===== config.mk =====
export PLATFORM = sky130hd
export DESIGN_NAME = hazard_ctrl
export DESIGN_NICKNAME = d
export VERILOG_FILES = /design/src/rtl/hazard_ctrl_pkg.sv /design/src/rtl/hazard_perf_cnt.sv /design/src/rtl/hazard_ctrl.sv
export SDC_FILE = /design/constraint.sdc
export NUM_CORES = 1
export LEC_CHECK = 0
export CORE_AREA = 4 4 55 45
export DETAILED_ROUTE_END_ITERATION = 8
export DIE_AREA = 0 0 59 49
export GPL_ROUTABILITY_DRIVEN = 0
export GPL_TIMING_DRIVEN = 0
export PLACE_DENSITY = 0.8
export SKIP_CTS_REPAIR_TIMING = 1
export SLEW_MARGIN = 20
export SYNTH_ARGS = -nofsm -noshare
export SYNTH_HDL_FRONTEND = slang
export SYNTH_HIERARCHICAL = 1
export SYNTH_SLANG_ARGS = --single-unit

===== constraint.sdc =====
create_clock -name clk -period 3.6 [get_ports clk]
set_input_delay 0.36 -clock clk [delete_from_list [all_inputs] [get_ports clk]]
set_output_delay 0.36 -clock clk [all_outputs]
set_load 0.02 [all_outputs]

===== src/rtl/hazard_ctrl_pkg.sv =====
// Shared definitions for the pipeline hazard sequencer.
// Contents: FSM state encodings, index of the load bit inside the
// ID_EX writeback-select field.
package hazard_ctrl_pkg;

  typedef enum logic [1:0] {
    HZ_IDLE = 2'd0,
    HZ_BUSY = 2'd1,
    HZ_DONE = 2'd2
  } hz_state_t;

  // ID_EX_WBSel[WBSEL_LOAD_BIT] set means the EX instruction is a load
  localparam int WBSEL_LOAD_BIT = 0;

endpackage


===== src/rtl/hazard_perf_cnt.sv =====
// Performance counters for the hazard sequencer.
// Three free-running, wrapping counters that advance by one on each cycle
// their increment strobe is high.
// Ports:
//   clk, rst_n            clock, async active-low reset
//   inc_ld                load-use bubble issued this cycle
//   inc_mdu               MDU launch/busy stall cycle
//   inc_flush             any flush asserted this cycle
//   perf_ld_stall, perf_mdu_stall, perf_flush  [CNT_W-1:0] counter values
module hazard_perf_cnt #(
  parameter int CNT_W = 32
) (
  input  logic             clk,
  input  logic             rst_n,
  input  logic             inc_ld,
  input  logic             inc_mdu,
  input  logic             inc_flush,
  output logic [CNT_W-1:0] perf_ld_stall,
  output logic [CNT_W-1:0] perf_mdu_stall,
  output logic [CNT_W-1:0] perf_flush
);

  always_ff @(posedge clk or negedge rst_n) begin
    if (!rst_n) begin
      perf_ld_stall  <= '0;
      perf_mdu_stall <= '0;
      perf_flush     <= '0;
    end else begin
      if (inc_ld)    perf_ld_stall  <= perf_ld_stall + 1'b1;
      if (inc_mdu)   perf_mdu_stall <= perf_mdu_stall + 1'b1;
      if (inc_flush) perf_flush     <= perf_flush + 1'b1;
    end
  end

endmodule


===== src/rtl/hazard_ctrl.sv =====
// Pipeline sequencer for the 5-stage RV32 core.
// Detects load-use hazards, generates stall/flush controls for branch/jump
// redirects and MEM-stage traps, and sequences the multi-cycle MDU in EX.
// Optional feature macro: HAZARD_PERF_EN adds three performance counters.
// Ports:
//   clk, rst_n                     clock, async active-low reset
//   rs1..rs3, use_r1..use_r3       ID source indices and read enables
//   ID_EX_rd, ID_EX_rw, ID_EX_WBSel EX destination, GPR write, writeback select
//   ex_redirect, ex_mdu_op         EX taken branch/jump, EX holds mul/div
//   mem_trap                       trap taken at MEM (highest priority)
//   mdu_done                       MDU result valid pulse
//   mdu_start, mdu_abort           MDU launch / kill pulses
//   pc_stall, if_id_stall, id_ex_stall         stage holds
//   if_id_flush, id_ex_flush, ex_mem_flush     stage bubbles
//   mdu_timeout_err                sticky MDU timeout flag
//   dbg_state                      current FSM state
//   perf_ld_stall, perf_mdu_stall, perf_flush  (HAZARD_PERF_EN only)
//
// MDU handshake: mdu_start is a one-cycle pulse issued in the same cycle the
// FSM leaves IDLE; the MDU answers with a one-cycle mdu_done pulse at any
// later cycle. While waiting, the front end and ID_EX are held and EX_MEM
// receives bubbles. mdu_abort is a one-cycle pulse that kills the MDU
// operation (trap or timeout); no done is expected after it.
module hazard_ctrl
  import hazard_ctrl_pkg::*;
#(
  parameter int REG_AW      = 5,
  parameter int MDU_TIMEOUT = 64,
  parameter int CNT_W       = 32
) (
  input  logic              clk,
  input  logic              rst_n,
  input  logic [REG_AW-1:0] rs1,
  input  logic [REG_AW-1:0] rs2,
  input  logic [REG_AW-1:0] rs3,
  input  logic              use_r1,
  input  logic              use_r2,
  input  logic              use_r3,
  input  logic [REG_AW-1:0] ID_EX_rd,
  input  logic              ID_EX_rw,
  input  logic [1:0]        ID_EX_WBSel,
  input  logic              ex_redirect,
  input  logic              ex_mdu_op,
  input  logic              mem_trap,
  input  logic              mdu_done,
  output logic              mdu_start,
  output logic              mdu_abort,
  output logic              pc_stall,
  output logic              if_id_stall,
  output logic              id_ex_stall,
  output logic              if_id_flush,
  output logic              id_ex_flush,
  output logic              ex_mem_flush,
  output logic              mdu_timeout_err,
  output hz_state_t         dbg_state
`ifdef HAZARD_PERF_EN
  ,
  output logic [CNT_W-1:0]  perf_ld_stall,
  output logic [CNT_W-1:0]  perf_mdu_stall,
  output logic [CNT_W-1:0]  perf_flush
`endif
);

  localparam int CTR_W = $clog2(MDU_TIMEOUT + 1);

  hz_state_t        state, state_n;
  logic [CTR_W-1:0] cnt, cnt_n;
  logic             err_set;
  logic             load_use;
  logic             timeout_hit;
  logic             ld_bubble;
  logic             mdu_stall_cyc;

  // CSR source rs3 never causes a stall; WBSel[1] is irrelevant here.
  logic unused_inputs;
  assign unused_inputs = ^{rs3, use_r3, ID_EX_WBSel[1]};
`ifndef HAZARD_PERF_EN
  localparam int unused_cnt_w = CNT_W;
`endif

  assign load_use = ID_EX_WBSel[WBSEL_LOAD_BIT] & ID_EX_rw & (ID_EX_rd != '0) &
                    ((use_r1 & (rs1 == ID_EX_rd)) | (use_r2 & (rs2 == ID_EX_rd)));

  assign timeout_hit = (cnt == CTR_W'(MDU_TIMEOUT - 1));
  assign dbg_state   = state;

  always_ff @(posedge clk or negedge rst_n) begin
    if (!rst_n) begin
      state           <= HZ_IDLE;
      cnt             <= '0;
      mdu_timeout_err <= 1'b0;
    end else begin
      state <= state_n;
      cnt   <= cnt_n;
      if (err_set) mdu_timeout_err <= 1'b1;
    end
  end

  always_comb begin
    state_n       = state;
    cnt_n         = cnt;
    err_set       = 1'b0;
    mdu_start     = 1'b0;
    mdu_abort     = 1'b0;
    pc_stall      = 1'b0;
    if_id_stall   = 1'b0;
    id_ex_stall   = 1'b0;
    if_id_flush   = 1'b0;
    id_ex_flush   = 1'b0;
    ex_mem_flush  = 1'b0;
    ld_bubble     = 1'b0;
    mdu_stall_cyc = 1'b0;

    if (mem_trap) begin
      // Trap wins over everything; a coincident mdu_done is dropped.
      if_id_flush  = 1'b1;
      id_ex_flush  = 1'b1;
      ex_mem_flush = 1'b1;
      mdu_abort    = (state == HZ_BUSY);
      state_n      = HZ_IDLE;
      cnt_n        = '0;
    end else begin
      unique case (state)
        HZ_IDLE: begin
          if (ex_mdu_op) begin
            mdu_start     = 1'b1;
            pc_stall      = 1'b1;
            if_id_stall   = 1'b1;
            id_ex_stall   = 1'b1;
            ex_mem_flush  = 1'b1;
            mdu_stall_cyc = 1'b1;
            state_n       = HZ_BUSY;
            cnt_n         = '0;
          end else if (ex_redirect) begin
            if_id_flush = 1'b1;
            id_ex_flush = 1'b1;
          end else if (load_use) begin
            pc_stall    = 1'b1;
            if_id_stall = 1'b1;
            id_ex_flush = 1'b1;
            ld_bubble   = 1'b1;
          end
        end
        HZ_BUSY: begin
          pc_stall      = 1'b1;
          if_id_stall   = 1'b1;
          id_ex_stall   = 1'b1;
          ex_mem_flush  = 1'b1;
          mdu_stall_cyc = 1'b1;
          if (mdu_done) begin
            state_n = HZ_DONE;
            cnt_n   = '0;
          end else if (timeout_hit) begin
            mdu_abort = 1'b1;
            err_set   = 1'b1;
            state_n   = HZ_IDLE;
            cnt_n     = '0;
          end else begin
            cnt_n = cnt + 1'b1;
          end
        end
        HZ_DONE: begin
          // Result leaves EX this cycle; ex_mdu_op is still the same
          // instruction, so it must not relaunch.
          state_n = HZ_IDLE;
          cnt_n   = '0;
        end
        default: begin
          state_n = HZ_IDLE;
          cnt_n   = '0;
        end
      endcase
    end
  end

`ifdef HAZARD_PERF_EN
  hazard_perf_cnt #(.CNT_W(CNT_W)) u_perf (
    .clk           (clk),
    .rst_n         (rst_n),
    .inc_ld        (ld_bubble),
    .inc_mdu       (mdu_stall_cyc),
    .inc_flush     (if_id_flush | id_ex_flush | ex_mem_flush),
    .perf_ld_stall (perf_ld_stall),
    .perf_mdu_stall(perf_mdu_stall),
    .perf_flush    (perf_flush)
  );
`else
  logic unused_perf;
  assign unused_perf = ld_bubble ^ mdu_stall_cyc;
`endif

endmodule


After elaboration in Yosys (flattened, before gate mapping). Cells that the tools add are included.

Register bits after elaboration: 10. Bits of input ports: 32. Output and inout bits: 11. Word-level logic and storage cells: 53.

Add/subtract/negate cells: 1. Eq/ne operators: 6. Muxes and demuxes: 34. Bitwise gates (word level): 6. Reduce and logical (&&, ||, !) cells: 3.

Operators by type and width (count): $mux 7 (4); $mux 1 (22); $pmux 7 s2 (1); $eq 5x5->1 (2); $mux 2 (4); $add 7x1->7 const B (1); $eq 7x6->1 const B (1); $and 1x1->1 (5); $reduce_bool 5->1 (1); $ne 4x4->1 const B (1); $pmux 1 s2 (2); $pmux 2 s2 (1); $ne 3x3->1 const B (1); $eq 2x1->1 const B (1); $logic_not 2->1 (1); $reduce_and 2->1 (1); $or 1x1->1 (1).

Depth between registers and ports, before layout. Gate-level depths: netlist (run 1).

Depth after elaboration: 9. Mapped depth: 6.

Worst setup path after synthesis (run 1). Ideal clock, no wire load.

Path kind: flip-flop to output port. From: reg state[1], in the netlist dbg_state[1]. To: out pc_stall. Arrival: 1.664 ns. Data required time: 3.240 ns. Setup slack: 1.576 ns. Stages on the path, launching flop included: 7. Path buffers: 2. Path through: dfrtp_1 -> or2_1 -> buf_6 -> nor3_1 -> nand2_1 -> o22ai_1 -> buf_4.

Word-level cells in the longest chain between the ends: 3. Elaborated cells on any way between the ends: 4. Those cells by class: 1 x eq/ne; 2 x mux; 1 x reduce/logical.

Ends and longest elaborated chain: start: declaration (line hazard_ctrl.sv:66) `hz_state_t state, state_n;`; start signal: assignment (line hazard_ctrl.sv:93) `state <= state_n;`; $eq 2x1->1 or $logic_not 2->1 (tied branches); $pmux 1 s2 (*); $mux 1 (*); end: declaration (line hazard_ctrl.sv:48) `output logic pc_stall,`.

Mark *: on every way between the ends. The rest lies on a longest branch, timed or not.

Worst setup path in the final report (run 1).
From: in ID_EX_rd[2]. To: out pc_stall.

Word-level cells in the longest chain between the ends: 9. Elaborated cells on any way between the ends: 13. Those cells by class: 2 x eq/ne; 5 x mux; 5 x bitwise; 1 x reduce/logical.

Ends and longest elaborated chain: start: declaration (line hazard_ctrl.sv:39) `input logic [REG_AW-1:0] ID_EX_rd,`; $eq 5x5->1 (line hazard_ctrl.sv:82) `((use_r1 & (rs1 == ID_EX_rd)) | (use_r2 & (rs2 == ID_EX_rd)));`; $and 1x1->1 (line hazard_ctrl.sv:82); $or 1x1->1 (line hazard_ctrl.sv:82); $and 1x1->1 (*) (line hazard_ctrl.sv:81) `assign load_use = ID_EX_WBSel[WBSEL_LOAD_BIT] & ID_EX_rw & (ID_EX_rd != '0) &`; $mux 1 (*) (line hazard_ctrl.sv:137) `end else if (load_use) begin`; $mux 1 (*); $mux 1 (*) (line hazard_ctrl.sv:125) `if (ex_mdu_op) begin`; $pmux 1 s2 (*) (line hazard_ctrl.sv:123) `unique case (state)`; $mux 1 (*) (line hazard_ctrl.sv:114) `if (mem_trap) begin`.

Marked as above.

==> impl_metrics.json, run 1 <==
{
  "status": "complete, no violations",
  "clock.fmax_mhz": 364,
  "synth_common_cells": "nor2_1, dfrtp_1, xor2_1",
  "final-hold-violation-count": 0,
  "drv_cap": 0,
  "numPlacedInstances": 139,
  "vdd_drop_max_uv": 227,
  "r2r-end": "cnt[5]$_DFFE_PN0P_",
  "synth.avg_cell_area_sq_um": 9.01,
  "p_comb_frac": 0.300,
  "rr_worst_depth": 5,
  "path_class": "in -> out",
  "fillerInstances": 174,
  "port_buffers": 35,
  "seq_power_share": 0.377,
  "syn_to_final_growth_pct": 57.8,
  "drt-pass1-iter-count": 6,
  "ys_ff_latch": 10,
  "seq_area_frac_synth": 0.347,
  "overflow": 0,
  "power_frac_clock": 0.323,
  "relSlewSlack": 0.627,
  "worstMarginPinSlew_ns": 0.558,
  "die_area_sq_um": 2890,
  "synth_top_area_share": 0.347,
  "finalNonFillerCells": 143,
  "synthCells": 80,
  "grt_max_degree": 11,
  "synth.most_common_cell": "nor2_1",
  "cts.clk_slew.worst_paths_ns": 0.07,
  "arrival_ns": 2.39,
  "critPathCaptureType": "output port",
  "synthArstFlopShare": 1.00,
  "numCtsBuffers": 3,
  "fin_tns_setup_ns": 0,
  "synth_fp_nets": 113,
  "synth.area.top_cells": "dfrtp_1, xor2_1, nor2_1",
  "avgRoutedWirePerCell_um": 14.4,
  "r2r_slack_ns": 2.10,
  "routed_wl_um": 2060,
  "diodes": 0,
  "cts_tree": "built",
  "switching_share": 0.272,
  "fp.coreArea_sq_um": 1930,
  "min_period_ns": 2.75,
  "cts_max_level": 1,
  "crit_start": "ID_EX_rd[2]",
  "cts_sinks": 10,
  "die_h_um": 49,
  "grt_util_all_layers": 0.152,
  "clockBufferDepth": 2,
  "rsz0062_at_grt": "false",
  "whs_ns": 0.404,
  "antenna_found_initial": 0,
  "synthDistinctLibCells": 33,
  "p_total_w": 0.000311,
  "crit_path_start_kind": "input pin",
  "grt_pass1_vias": 739,
  "drt_iter0_markers": 15,
  "synth_edf_count": 0,
  "start_util": 0.374,
  "fp.dieW_um": 59,
  "post-route-period-util": 0.764,
  "synth_area_sq_um": 721,
  "drc": 0,
  "rows": 14,
  "nets": 153,
  "pwr_density_cell_nw_per_um2": 273,
  "fin_skew_ns": 0.00782,
  "worstPathRequired_ns": 3.24,
  "reg2reg_from": "cnt[0]$_DFFE_PN0P_",
  "dr_total_vias": 718,
  "grt_pass1_wl_um": 3390,
  "critPathMaxFanout": 3,
  "intPower_w": 0.000226,
  "final_antenna_net_count": 0,
  "hp-class": "in -> async",
  "synth_warnings": 6,
  "finalMaxSlewViolations": 0,
  "power_leakage_nw": 0.461,
  "design_area_sq_um": 1140,
  "avgViaCountPerCell": 5.02,
  "drive_gt1_frac": 0.101,
  "crit_path_end": "pc_stall",
  "place_area_sq_um": 1100,
  "pin_count": 43,
  "synth.largest_area_cell": "dfrtp_1",
  "finalSetupViolations": 0,
  "seqCellArea_sq_um": 250,
  "multi_input_area_sq_um": 448,
  "dp_hpwl_um": 1680,
  "switching_power_w": 0.0000846,
  "root_buffer": "clkbuf_4",
  "clkLatencyLatePin_ns": 0.27,
  "synth_ff_type": "dfrtp_1"
}
==> state kept, by name, summed over array words and instances (netlist names) <==
signal / flops
cnt: 7
mdu_timeout_err: 1
dbg_state: 2
==> worst min-delay path by stage <==
stage,endpoint,depth (start not counted)
6_report,cnt[4]$_DFFE_PN0P_,1
5_1_grt,cnt[4]$_DFFE_PN0P_,1
4_1_cts,cnt[4]$_DFFE_PN0P_,1
3_5_place_dp,mdu_timeout_err$_DFFE_PN0P_,1
3_3_place_gp,mdu_timeout_err$_DFFE_PN0P_,1
2_1_floorplan,cnt[0]$_DFFE_PN0P_,0
==> through the flow <==
step	utilization	setup WS (ns)
floorplan	-	1.58
global placement	0.571	0.888
detailed placement	0.571	0.842
CTS	0.590	0.833
global route	0.590	0.729
finish	0.590	0.849
==> worst max-delay path: stages <==
cell,delay (ns)
clkdlybuf4s50_1,0.48
xor2_1,0.19
nor4_1,0.27
a32oi_1,0.17
o22ai_1,0.18
buf_4,0.14
clkdlybuf4s50_1,0.60
==> metal layers <==
| metal | up-vias | share of wire | GRT usage |
|---|---|---|---|
| li1 | 359 | - | - |
| met1 | 337 | 0.43 | 0.185 |
| met2 | 18 | 0.53 | 0.263 |
| met3 | 4 | 0.034 | 0.0450 |
| met4 | 0 | 0.0073 | 0.0302 |
| met5 | - | 0 | 0 |
==> final cells by class <==
| class | count | area share |
|---|---|---|
| Multi-Input combinational cell | 67 | 0.394 |
| Timing Repair Buffer | 35 | 0.308 |
| Sequential cell | 10 | 0.220 |
| Clock buffer | 4 | 0.0319 |
| Tap cell | 24 | 0.0264 |
| Buffer | 2 | 0.0165 |
| Inverter | 1 | 0.00330 |
==> power by group through the flow <==
stage	Sequential [W]	Clock [W]	Combinational, W
finish	0.000117	0.000100	0.0000932
global route	0.000118	0.000110	0.000100
CTS	0.000117	0.000102	0.0000941
detailed placement	0.000119	0	0.0000935
global placement	0.000119	0	0.0000918
floorplan	0.000120	0	0.0000380
==> placed cells by master, fill, tap and decap left out, drive strengths merged, types with 2 or more instances in the layout <==
cell type,instances
o21ai,2
clkbuf,4
nor4,2
nand3,2
o21bai,2
xnor2,5
nand2,6
or2,2
nor3,4
nor2,13
dfrtp,10
xor2,9
clkdlybuf4s50,35
buf,2
a21oi,4
==> logic make-up (layout without fill, tap and decap cells) <==
family | Yosys count | in the layout | share of synthesized area
and+or+nand+nor | 34 | 34 | 0.226
adders and majority gates | 1 | 1 | 0.0174
buffers and inverters | 3 | 42 | 0.0312
AOI/OAI and AO/OA | 17 | 17 | 0.194
muxes | 1 | 1 | 0.0139
xor gates and xnor gates | 14 | 14 | 0.170
DFF | 10 | 10 | 0.347
(Power assumes the default switching activity.)
==> run 2, diff against run 1 <==
--- a/config.mk
+++ b/config.mk
@@ -5,12 +5,12 @@
 export SDC_FILE = /design/constraint.sdc
 export NUM_CORES = 1
 export LEC_CHECK = 0
-export CORE_AREA = 4 4 55 45
+export CORE_AREA = 4 4 59 48
 export DETAILED_ROUTE_END_ITERATION = 8
-export DIE_AREA = 0 0 59 49
+export DIE_AREA = 0 0 63 52
 export GPL_ROUTABILITY_DRIVEN = 0
 export GPL_TIMING_DRIVEN = 0
-export PLACE_DENSITY = 0.8
+export PLACE_DENSITY = 0.73
 export SKIP_CTS_REPAIR_TIMING = 1
 export SLEW_MARGIN = 20
 export SYNTH_ARGS = -nofsm -noshare
==> constraint.sdc (replaced) <==
create_clock -name clk -period 2.3 [get_ports clk]
set_input_delay 0.23 -clock clk [delete_from_list [all_inputs] [get_ports clk]]
set_output_delay 0.23 -clock clk [all_outputs]
set_load 0.02 [all_outputs]
==> run 2 against run 1 <==
Sequential cell count unchanged; sequential share of layout area is 0.22 points lower; critical endpoint unchanged; highest routed layer unchanged; via count fell by 1.5%.
==> impl_metrics.json, run 2 (synthesized netlist as in run 1, its figures left out) <==
{
  "start_util": 0.323,
  "dr_total_vias": 707,
  "min_period_ns": 2.09,
  "relSlewSlack": 0.653,
  "numCtsBuffers": 3,
  "grt_max_degree": 11,
  "cts_sinks": 10,
  "root_buffer": "clkbuf_4",
  "status": "complete, no violations",
  "r2r-end": "cnt[3]$_DFFE_PN0P_",
  "final_antenna_net_count": 0,
  "rsz0062_at_grt": "false",
  "nets": 153,
  "fin_skew_ns": 0.000966,
  "critPathCaptureType": "output port",
  "arrival_ns": 1.86,
  "whs_ns": 0.278,
  "cts_max_level": 1,
  "path_class": "in -> out",
  "regMostFlops": "cnt",
  "critPathMaxFanout": 3,
  "reg2reg_from": "cnt[0]$_DFFE_PN0P_",
  "largest_register_ffs": 7,
  "crit_path_start_kind": "input pin",
  "fp.coreArea_sq_um": 2230,
  "port_buffers": 35,
  "cts.clk_slew.worst_paths_ns": 0.07,
  "grt_util_all_layers": 0.128,
  "diodes": 0,
  "post-route-period-util": 0.909,
  "hp-class": "in -> async",
  "final-hold-violation-count": 0,
  "routed_wl_um": 1920,
  "vdd_drop_max_uv": 254,
  "cts_tree": "built",
  "worstMarginPinSlew_ns": 0.519,
  "syn_to_final_growth_pct": 59.4,
  "finalMaxSlewViolations": 0,
  "crit_slowest_cell": "clkdlybuf4s50_1",
  "fp.dieW_um": 63,
  "die_h_um": 52,
  "worstPathRequired_ns": 2.07,
  "clock.fmax_mhz": 478,
  "p_comb_frac": 0.292,
  "clkLatencyLatePin_ns": 0.27,
  "antenna_found_initial": 0,
  "p_total_w": 0.000490,
  "grt_pass1_vias": 727,
  "rr_worst_depth": 5,
  "grt_pass1_wl_um": 3220,
  "clockBufferDepth": 2,
  "overflow": 0,
  "switching_share": 0.279,
  "finalSetupViolations": 0,
  "crit_chain": "clkdlybuf4s50_1 -> xor2_1 -> nor4_1 -> a32oi_1 -> o22ai_1 -> buf_4 -> dlymetal6s2s_1",
  "avgRoutedWirePerCell_um": 13.3,
  "drt-pass1-iter-count": 4,
  "intPower_w": 0.000353,
  "die_area_sq_um": 3280,
  "final_common_cell": "clkdlybuf4s50_1",
  "drc": 0,
  "pwr_density_cell_nw_per_um2": 427,
  "max_stage_delay_ns": 0.46,
  "drt_iter0_markers": 13,
  "avgViaCountPerCell": 4.91,
  "drive_gt1_frac": 0.101,
  "mostFrequentLayoutCells": "clkdlybuf4s50_1, nor2_1, dfrtp_1",
  "r2r_slack_ns": 0.80,
  "pin_count": 43,
  "power_frac_clock": 0.335,
  "seq_power_share": 0.373,
  "switching_power_w": 0.000137,
  "drv_cap": 0,
  "rows": 15,
  "dp_hpwl_um": 1610,
  "power_leakage_nw": 0.512
}
run 2: how the worst max path moves through the flow:
stage	start	endpoint	slack [ns]	cells after the start
finish	ID_EX_rd[3]	pc_stall	0.21	7
global route	ID_EX_rd[2]	pc_stall	0.07	7
CTS	ID_EX_rd[3]	pc_stall	-0.18	7
detailed placement	ID_EX_rd[3]	pc_stall	-0.18	7
global placement	ID_EX_rd[3]	pc_stall	-0.20	7
floorplan	dbg_state[1]$_DFFE_PN0P_	pc_stall	0.41	6
run 2: power groups by stage:
| stage | Clock (W) | Sequential (W) | Combinational (W) |
|---|---|---|---|
| after floorplan | 0 | 0.000188 | 0.0000595 |
| after global placement | 0 | 0.000187 | 0.000143 |
| after detailed placement | 0 | 0.000187 | 0.000145 |
| after CTS | 0.000170 | 0.000183 | 0.000146 |
| after global routing | 0.000181 | 0.000184 | 0.000154 |
| final | 0.000164 | 0.000183 | 0.000143 |
run 2: worst max-delay path: cells and delay by family:
kind | cells | cell delay, ns
buffers and inverters | 3 | 0.81
AO/OA/AOI/OAI | 2 | 0.37
AND/OR/NAND/NOR | 1 | 0.26
XOR/XNOR | 1 | 0.19
run 2: metrics by stage:
stage	area [sq um]	std cells	TNS (ns)	setup slack (ns)	utilization
3_3_place_gp	1100	140	-0.403	-0.202	0.494
4_1_cts	1140	144	-0.512	-0.183	0.510
6_report	1150	144	0	0.208	0.514
5_1_grt	1150	144	0	0.0657	0.514
3_5_place_dp	1100	140	-0.340	-0.184	0.494
2_1_floorplan	721	80	0	0.406	-
run 2: layer usage:
metal  vias to the layer above  GRT usage  routed length (um)
li1                        360          -                   -
met1                       332      0.139                 807
met2                        12      0.238                1010
met3                         3     0.0518                  88
met4                         0     0.0220                  12
met5                         -          0                   0
run 2: cell type report:
cell class	instances	area (sq um)
buffer	2	18.8
clock buffer	4	36.3
fill	207	1080
inverter	1	3.75
multi-input combinational	67	448
sequential	10	250
tap	25	31.3
timing repair buffer	35	360
==> run 3, diff against run 2 <==
--- a/config.mk
+++ b/config.mk
@@ -6,6 +6,7 @@
 export NUM_CORES = 1
 export LEC_CHECK = 0
 export CORE_AREA = 4 4 59 48
+export CTS_BUF_LIST = sky130_fd_sc_hd__clkbuf_8 sky130_fd_sc_hd__clkbuf_16
 export DETAILED_ROUTE_END_ITERATION = 8
 export DIE_AREA = 0 0 63 52
 export GPL_ROUTABILITY_DRIVEN = 0
==> run 3 against run 2 <==
Fmax is the same; total power grew 12%; register-to-register slack is essentially flat; clock skew is essentially flat; global-route usage is essentially flat; critical path depth is the same; sequential cell count is the same; die area is the same; clock power grew 37%; critical endpoint unchanged; largest power group is now the clock network; highest routed layer unchanged.
==> impl_metrics.json, run 3 (synthesized netlist as in run 1, its figures left out) <==
{
  "status": "complete, no violations",
  "path_class": "in -> out",
  "r2r_slack_ns": 0.79,
  "final-hold-violation-count": 0,
  "rr_worst_depth": 5,
  "arrival_ns": 1.86,
  "drv_cap": 0,
  "root_buffer": "clkbuf_8",
  "regMostFlops": "cnt",
  "numCtsBuffers": 3,
  "fp.coreArea_sq_um": 2230,
  "die_area_sq_um": 3280,
  "fp.dieW_um": 63,
  "final_common_cell": "clkdlybuf4s50_1",
  "multi_input_area_sq_um": 448,
  "port_buffers": 35,
  "worstMarginPinSlew_ns": 0.528,
  "largest_register_ffs": 7,
  "final_antenna_net_count": 0,
  "finalSetupViolations": 0,
  "post-route-period-util": 0.909,
  "pin_count": 43,
  "relSlewSlack": 0.646,
  "fillerInstances": 209,
  "fin_skew_ns": 0.00134,
  "wl_met2_um": 1010,
  "wl_met3_um": 91,
  "overflow": 0,
  "start_util": 0.323,
  "nets": 153,
  "power_leakage_nw": 0.520,
  "avgRoutedWirePerCell_um": 13.4,
  "vdd_drop_max_uv": 312,
  "diodes": 0,
  "grt_pass1_wl_um": 3220,
  "mostFrequentLayoutCells": "clkdlybuf4s50_1, nor2_1, dfrtp_1",
  "r2r-end": "cnt[3]$_DFFE_PN0P_",
  "drive_gt1_frac": 0.101,
  "setup_ws_ns": 0.208,
  "critPathCaptureType": "output port",
  "antenna_found_initial": 0,
  "hp-class": "in -> async",
  "syn_to_final_growth_pct": 62.0,
  "cts_max_level": 1,
  "worstPathRequired_ns": 2.07,
  "dp_slack_ns": -0.184,
  "cts_tree": "built",
  "drc": 0,
  "crit_path_start_kind": "input pin",
  "rsz0062_at_grt": "false",
  "drt-pass1-iter-count": 4,
  "critPathMaxFanout": 3,
  "finalMaxSlewViolations": 0,
  "clock.fmax_mhz": 478,
  "die_h_um": 52,
  "drt_iter0_markers": 12,
  "seqCellArea_sq_um": 250,
  "grt_util_all_layers": 0.128,
  "top_layer": "met4",
  "clkLatencyLatePin_ns": 0.24,
  "place_area_sq_um": 1100,
  "grt_pass1_vias": 724,
  "clockBufferDepth": 2,
  "avgViaCountPerCell": 4.92,
  "cts.clk_slew.worst_paths_ns": 0.05,
  "dr_total_vias": 709,
  "wl_met1_um": 809,
  "reg2reg_from": "cnt[0]$_DFFE_PN0P_",
  "rows": 15,
  "grt_max_degree": 11,
  "routed_wl_um": 1930,
  "dp_hpwl_um": 1610,
  "design_area_sq_um": 1170,
  "pwr_density_cell_nw_per_um2": 472,
  "min_period_ns": 2.09,
  "cts_sinks": 10
}
[run 3: cell counts in the layout (fill, tap and decap cells not counted)]
No cell type changed its count.
[run 3: power breakdown]
group / switching, W / internal, W
clock: 0.0000728 / 0.000151
combinational: 0.0000645 / 0.0000789
sequential: 0.00000471 / 0.000179
[run 3: how the worst max path moves through the flow]
stage / slack, ns / to / depth (start not counted) / startpoint
detailed placement: -0.18 / pc_stall / 7 / ID_EX_rd[3]
global placement: -0.20 / pc_stall / 7 / ID_EX_rd[3]
finish: 0.21 / pc_stall / 7 / ID_EX_rd[3]
CTS: -0.18 / pc_stall / 7 / ID_EX_rd[3]
global route: 0.07 / pc_stall / 7 / ID_EX_rd[2]
floorplan: 0.41 / pc_stall / 6 / dbg_state[1]$_DFFE_PN0P_
[run 3: worst max-delay path, cell delays in order]
cell             delay (ns)
clkdlybuf4s50_1        0.46
xor2_1                 0.19
nor4_1                 0.26
a32oi_1                0.18
o22ai_1                0.19
buf_4                  0.14
dlymetal6s2s_1         0.21
[run 3: layout make-up]
cell class	count	area share
clock buffer	4	0.0472
buffer	2	0.0161
tap	25	0.0268
timing repair buffer	35	0.309
sequential	10	0.214
inverter	1	0.00322
multi-input combinational	67	0.384
[run 3: metal layers]
metal	vias to the layer above	GRT usage
met3	3	0.0518
li1	359	-
met2	14	0.238
met5	-	0
met1	333	0.138
met4	0	0.0220
[run 3: through the flow]
step	hold WS (ns)	utilization	power, W	TNS [ns]	std cells
2_1_floorplan	-0.0656	-	0.000248	0	80
3_3_place_gp	0.458	0.494	0.000330	-0.403	140
3_5_place_dp	0.457	0.494	0.000332	-0.340	140
4_1_cts	0.329	0.518	0.000561	-0.468	144
5_1_grt	0.357	0.523	0.000580	0	144
6_report	0.322	0.523	0.000551	0	144
